`config.mk`:
```
export PLATFORM = sky130hd
export DESIGN_NAME = booth_r8_recoder_flat
export DESIGN_NICKNAME = d
export VERILOG_FILES = /design/src/rtl/booth_pkg.sv /design/src/rtl/booth_r8_recoder_if.sv /design/src/rtl/booth_r8_digit.sv /design/src/rtl/booth_r8_recoder.sv /design/src/flat_wrapper.sv
export SDC_FILE = /design/constraint.sdc
export NUM_CORES = 1
export LEC_CHECK = 0
export BUFFER_PORTS_ARGS = -buffer_cell sky130_fd_sc_hd__buf_2
export CORE_MARGIN = 2
export CORE_UTILIZATION = 33
export DETAILED_ROUTE_END_ITERATION = 16
export GPL_ROUTABILITY_DRIVEN = 0
export PLACE_DENSITY_LB_ADDON = 0.08
export SYNTH_ARGS = -nofsm -noshare
export SYNTH_HDL_FRONTEND = slang
export SYNTH_SLANG_ARGS = --single-unit
```
`constraint.sdc`:
```
create_clock -name clk -period 2.7 [get_ports clk]
set_clock_uncertainty 0.1 [all_clocks]
set_input_delay 0.405 -clock clk [delete_from_list [all_inputs] [get_ports clk]]
set_output_delay 0.405 -clock clk [all_outputs]
set_load 0.01 [all_outputs]
```
`src/rtl/booth_pkg.sv`:
```
// Shared types and helpers for the radix-8 Booth recoder.
package booth_pkg;

  typedef enum logic [1:0] {
    IDLE,
    LOAD,
    EMIT
  } state_t;

  localparam int unsigned WIN_W = 4;

  function automatic int unsigned booth_ndigits(input int unsigned m);
    return (m + 2) / 3;
  endfunction

  // Digit value of a window: -4*w3 + 2*w2 + w1 + w0, always in -4..+4.
  function automatic logic signed [3:0] booth_digit(input logic [WIN_W-1:0] w);
    logic signed [3:0] d;
    d = (w[3] ? -4'sd4 : 4'sd0)
      + (w[2] ?  4'sd2 : 4'sd0)
      + $signed({3'b000, w[1]})
      + $signed({3'b000, w[0]});
    return d;
  endfunction

endpackage

```
`src/rtl/booth_r8_recoder_if.sv`:
```
// Operand-in / Booth-digit-out channels of the recoder.
// master: the recoder; slave: the operand source and digit consumer.
interface booth_r8_recoder_if #(
  parameter int unsigned M = 4
);
  import booth_pkg::*;

  localparam int unsigned G  = booth_ndigits(M);
  localparam int unsigned IW = $clog2(G + 1);

  logic                    in_valid;
  logic                    in_ready;
  logic [M-1:0]            in_x;
  logic [M-1:0]            in_y;
  logic                    out_valid;
  logic                    out_ready;
  logic [WIN_W-1:0]        out_win;
  logic signed [3:0]       out_digit;
  logic [M-1:0]            out_x;
  logic [M+1:0]            out_tx;
  logic [IW-1:0]           out_idx;
  logic                    out_last;

  modport master (
    input  in_valid, in_x, in_y, out_ready,
    output in_ready, out_valid, out_win, out_digit, out_x, out_tx, out_idx, out_last
  );

  modport slave (
    output in_valid, in_x, in_y, out_ready,
    input  in_ready, out_valid, out_win, out_digit, out_x, out_tx, out_idx, out_last
  );

endinterface

```
`src/rtl/booth_r8_digit.sv`:
```
// Combinational window-to-digit decoder with zero flag.
module booth_r8_digit
  import booth_pkg::*;
(
  input  logic [WIN_W-1:0] win,
  output logic signed [3:0] digit,
  output logic              is_zero
);

  // Decode the current window.
  always_comb begin
    digit   = booth_digit(win);
    is_zero = (digit == 4'sd0);
  end

endmodule

```
`src/rtl/booth_r8_recoder.sv`:
```
// Sequential radix-8 Booth recoder: captures x and y, computes 3x, then
// streams one 4-bit window per digit with its value, x and 3x.
// Optional build macro: BOOTH_R8_ZERO_SKIP_EN (skip zero digits except the last).
module booth_r8_recoder
  import booth_pkg::*;
#(
  parameter int unsigned M = 4
) (
  input logic               clk,
  input logic               rst,
  booth_r8_recoder_if.master bus
);

  localparam int unsigned G  = booth_ndigits(M);
  localparam int unsigned IW = $clog2(G + 1);
  localparam int unsigned YS = 3 * G;
  localparam int unsigned TW = M + 2;

  state_t               state, state_nxt;
  logic [YS:0]          y_ext;
  logic [M-1:0]         x_reg;
  logic [TW-1:0]        tx_reg;
  logic [IW-1:0]        idx, idx_first;
  logic signed [YS-1:0] y_sx;
  logic signed [TW-1:0] x_sx;
  logic [WIN_W-1:0]     win;
  logic signed [3:0]    digit;
  logic                 digit_zero;
  logic                 accept, advance, last;
  int unsigned          base;

  assign y_sx    = YS'(signed'(bus.in_y));
  assign x_sx    = TW'(signed'(x_reg));
  assign win     = WIN_W'(y_ext >> (3 * int'(idx)));
  assign last    = (idx == IW'(G - 1));
  assign accept  = bus.in_valid & bus.in_ready;
  assign advance = (state == EMIT) & bus.out_ready;

  booth_r8_digit u_digit (
    .win     (win),
    .digit   (digit),
    .is_zero (digit_zero)
  );

  // Next digit position to present: from 0 on load, else the one after idx.
  always_comb begin
    base      = (state == LOAD) ? 0 : int'(idx) + 1;
    idx_first = IW'(base);
`ifdef BOOTH_R8_ZERO_SKIP_EN
    // Scan downward so the lowest qualifying position wins; the final digit
    // always qualifies so out_last is still seen.
    idx_first = IW'(G - 1);
    for (int unsigned k = 0; k < G; k++) begin
      if ((G - 1 - k) >= base &&
          ((G - 1 - k) == G - 1 ||
           booth_digit(WIN_W'(y_ext >> (3 * (G - 1 - k)))) != 4'sd0))
        idx_first = IW'(G - 1 - k);
    end
`endif
  end

  // State register.
  always_ff @(posedge clk or posedge rst) begin
    if (rst) state <= IDLE;
    else     state <= state_nxt;
  end

  // Next-state logic and outputs.
  always_comb begin
    state_nxt     = state;
    bus.in_ready  = 1'b0;
    bus.out_valid = 1'b0;
    bus.out_win   = '0;
    bus.out_digit = '0;
    bus.out_idx   = '0;
    bus.out_last  = 1'b0;
    bus.out_x     = x_reg;
    bus.out_tx    = tx_reg;
    unique case (state)
      IDLE: begin
        bus.in_ready = ~rst;
        if (accept) state_nxt = LOAD;
      end
      LOAD: state_nxt = EMIT;
      EMIT: begin
        bus.out_valid = 1'b1;
        bus.out_win   = win;
        bus.out_digit = digit_zero ? 4'sd0 : digit;
        bus.out_idx   = idx;
        bus.out_last  = last;
        if (advance && last) state_nxt = IDLE;
      end
      default: state_nxt = IDLE;
    endcase
  end

  // Operand capture, 3x precompute and digit index.
  always_ff @(posedge clk or posedge rst) begin
    if (rst) begin
      x_reg  <= '0;
      y_ext  <= '0;
      tx_reg <= '0;
      idx    <= '0;
    end else begin
      if (accept) begin
        x_reg <= bus.in_x;
        y_ext <= {y_sx, 1'b0};
      end
      if (state == LOAD) begin
        tx_reg <= (x_sx <<< 1) + x_sx;
        idx    <= idx_first;
      end
      if (advance && !last) idx <= idx_first;
    end
  end

endmodule

```
`src/flat_wrapper.sv`:
```
// flat-port wrapper written by rule: the top's interface ports become plain ports
module booth_r8_recoder_flat import booth_pkg::*;
#(
  parameter int unsigned M = 4
)
  (clk, rst, bus_in_valid, bus_in_x, bus_in_y, bus_out_ready, bus_in_ready, bus_out_valid, bus_out_win, bus_out_digit, bus_out_x, bus_out_tx, bus_out_idx, bus_out_last);
  booth_r8_recoder_if #(.M(M)) bus_i ();
  input logic clk;
  input logic rst;
  input wire logic [$bits(bus_i.in_valid)-1:0] bus_in_valid;
  input wire logic [$bits(bus_i.in_x)-1:0] bus_in_x;
  input wire logic [$bits(bus_i.in_y)-1:0] bus_in_y;
  input wire logic [$bits(bus_i.out_ready)-1:0] bus_out_ready;
  output wire logic [$bits(bus_i.in_ready)-1:0] bus_in_ready;
  output wire logic [$bits(bus_i.out_valid)-1:0] bus_out_valid;
  output wire logic [$bits(bus_i.out_win)-1:0] bus_out_win;
  output wire logic [$bits(bus_i.out_digit)-1:0] bus_out_digit;
  output wire logic [$bits(bus_i.out_x)-1:0] bus_out_x;
  output wire logic [$bits(bus_i.out_tx)-1:0] bus_out_tx;
  output wire logic [$bits(bus_i.out_idx)-1:0] bus_out_idx;
  output wire logic [$bits(bus_i.out_last)-1:0] bus_out_last;
  assign bus_i.in_valid = bus_in_valid;
  assign bus_i.in_x = bus_in_x;
  assign bus_i.in_y = bus_in_y;
  assign bus_i.out_ready = bus_out_ready;
  assign bus_in_ready = bus_i.in_ready;
  assign bus_out_valid = bus_i.out_valid;
  assign bus_out_win = bus_i.out_win;
  assign bus_out_digit = bus_i.out_digit;
  assign bus_out_x = bus_i.out_x;
  assign bus_out_tx = bus_i.out_tx;
  assign bus_out_idx = bus_i.out_idx;
  assign bus_out_last = bus_i.out_last;
  booth_r8_recoder #(.M(M)) u_core (.clk(clk), .rst(rst), .bus(bus_i));
endmodule
```
==> metrics.yaml <==
antenna_found_initial: 0
drt_wl_total_um: 2230
fp.dieW_um: 62.4
synth_top_family_by_area: "simple AND/OR/NAND/NOR gates"
gr-total-overflow: 0
min_path_type: "in -> async"
avgSynthCellArea_um2: 10.3
finalHoldViolations: 0
failed_checks: "setup timing"
outcome: "finished, violations left"
cts-hold-fix-buffers: 0
grt_pass1_wl_um: 3930
worstSetupPathType: "reg -> out"
cts_root_buf: "clkbuf_4"
cp-end-kind: "output pin"
port_buffers: 34
cts_buffers: 3
drc: 0
post-route-period-util_pct: 106
tns_ns: -0.276
setup_viol: 3
clk_pin_slew_ns: 0.11
start_kind: "flip-flop"
drive_above_1_share_pct: 44.3
tightest_slew_ns: 0.662
ant_nets: 0
cts_sinks: 18
p_leak_nw: 0.729
cts_tree: "yes"
worst_slack_ns: -0.174
yosys.area_share.simple_pct: 15.7
dp_slack_ns: -0.0447
die_h_um: 62.4
powerDensity_mw_per_mm2: 1210
drtIter0Drc: 29
dp_hpwl_um: 1710
syn_area_mm2: 0.00113
ff2ff_setup_slack_ns: 1.11
rsz0062_at_grt: "true"
dieArea_mm2: 0.00390
ff2ff_path_depth: 5
nets: 171
maxCapViolations: 0
cp.arrival_ns: 2.37
fmax_ghz: 0.348
final_cell_mix: "buf_2 (34), dfrtp_1 (18), nand2_1 (12)"
r2r_end: "u_core.idx[1]"
grt_usage_pct: 12.5
placedCellCount: 190
synth_area_leaders: "dfrtp_1 (40%), ha_1 (8.9%), mux2_4 (5.3%), mux2_2 (5.0%), nand2_1 (4.3%)"
start_util_pct: 34.0
synth_compound_area_share_pct: 13.9
synth_top_area_share_pct: 40.0
yosys-mux-area-fraction_pct: 13.0
vias: 909
viasPerCell: 4.66
diodes: 0
r2r_start: "u_core.idx[0]"
drt_pass1_iterations: 4
worstPathRequired_ns: 2.19
synth-seq-cells: 18
rows: 21
htree_num_levels: 1
clk_latency_ns: 0.29
wl_per_cell_um: 11.4
critPathMaxFanout: 8
yosys_warnings: 0
fin_cells: 195
syn_nets: 130
synth_xor_area_share_pct: 0.778
synth_fa_ha_area_share_pct: 10.7
grt_max_degree: 19
cts_max_path_buffers: 2
synth.distinct_cells: 30
ios: 35
grt_pass1_vias: 864
core_region_area_mm2: 0.00331
syn_inst: 109
finalMaxSlewViolations: 0
slew_headroom_pct: 55.8
min_period_ns: 2.87
synth.largest_area_cell: "dfrtp_1"
peakVddDrop_mv: 0.482
syn_to_final_growth_pct: 27.4
ys_seq_area_share_pct: 40.0
final_common_cell: "buf_2"
==> state kept, by name (all words and copies together) (netlist names) <==
signal	cells
u_core.bus.out_tx	6
u_core.y_ext	4
u_core.idx	2
u_core.bus.out_x	4
u_core.state	2
==> where the power goes <==
group | leakage, nW | total, mW | internal, mW | switching, mW
combinational | 0.485 | 1.07 | 0.540 | 0.534
sequential | 0.222 | 0.495 | 0.392 | 0.103
clock | 0.0210 | 0.163 | 0.0821 | 0.0811
==> synth_stat cells, drive strengths merged <==
master,count
a21oi,3
nor2,7
nor3,4
a21o,1
o32ai,1
and2,5
xor2,1
ha,8
o31a,2
and3,1
a31o,1
o22ai,2
inv,9
nand3,1
fa,1
o21ai,9
o211a,1
mux2,9
mux2i,3
a21boi,2
o311ai,1
buf,3
nand2b,2
nor2b,1
dfrtp,18
nand2,13
==> per-stage QoR <==
stage          power (mW)  instance area, µm²  utilization, %  hold slack (ns)
5_1_grt              1.92                1440            43.3            0.160
2_1_floorplan        1.21                1130               -            0.244
3_5_place_dp         1.49                1350            40.8            0.366
6_report             1.73                1440            43.3            0.109
3_3_place_gp         1.48                1350            40.8            0.360
4_1_cts              1.71                1410            42.5            0.135
==> worst max path at each step <==
stage                              from          endpoint  slack (ns)  cells past startpoint
after CTS                 u_core.idx[0]  bus_out_digit[2]       -0.20                     12
final                     u_core.idx[0]  bus_out_digit[2]       -0.17                     12
after global routing      u_core.idx[0]  bus_out_digit[2]       -0.33                     12
after detailed placement  u_core.idx[0]  bus_out_digit[2]       -0.04                     12
after global placement    u_core.idx[0]  bus_out_digit[2]        0.01                     12
after floorplan           u_core.idx[0]  bus_out_digit[2]        0.04                     13
==> layout make-up <==
class	count	area, µm²
clock buffers	4	36.3
multi-input cells	79	649
repair buffers	39	208
inverters	9	33.8
fillers	350	1880
well taps	46	57.6
flip-flops and latches	18	450
==> worst max-delay path: stages, from the launching register on <==
cell and delay [ns]:
dfrtp_1 0.38, inv_2 0.06, ha_4 0.31, mux2i_2 0.24, o21ai_1 0.10, a21boi_2 0.17
nor2_1 0.06, ha_2 0.21, ha_4 0.16, nand2_2 0.05, a21oi_2 0.03, a31o_1 0.18
buf_2 0.13
==> repair_timing <==
| item | CTS | global route |
|---|---|---|
| setup buffers | 0 | 1 |
| endpoints found under the hold margin | 0 | 0 |
| gates resized for setup | 7 | 4 |
| pin swaps | 5 | 6 |
| setup endpoints to repair | 4 | 4 |
==> cells by family (layout without fill, tap and decap cells) <==
family	Yosys count	count (layout)
adders and majority gates	9	9
AOI/OAI and AO/OA	23	23
and+or+nand+nor	34	34
xor gates and xnor gates	1	1
DFF	18	18
buffers and inverters	12	52
muxes	12	12
==> layer usage <==
layer  vias up  wire (µm)  global-route usage (%)
met3         2        116                    3.42
li1        460          -                       -
met1       422       1030                    16.4
met4         0         13                    2.50
met2        25       1070                    20.8
met5         -          0                       0
No activity file was read; power rests on OpenSTA's default activity.
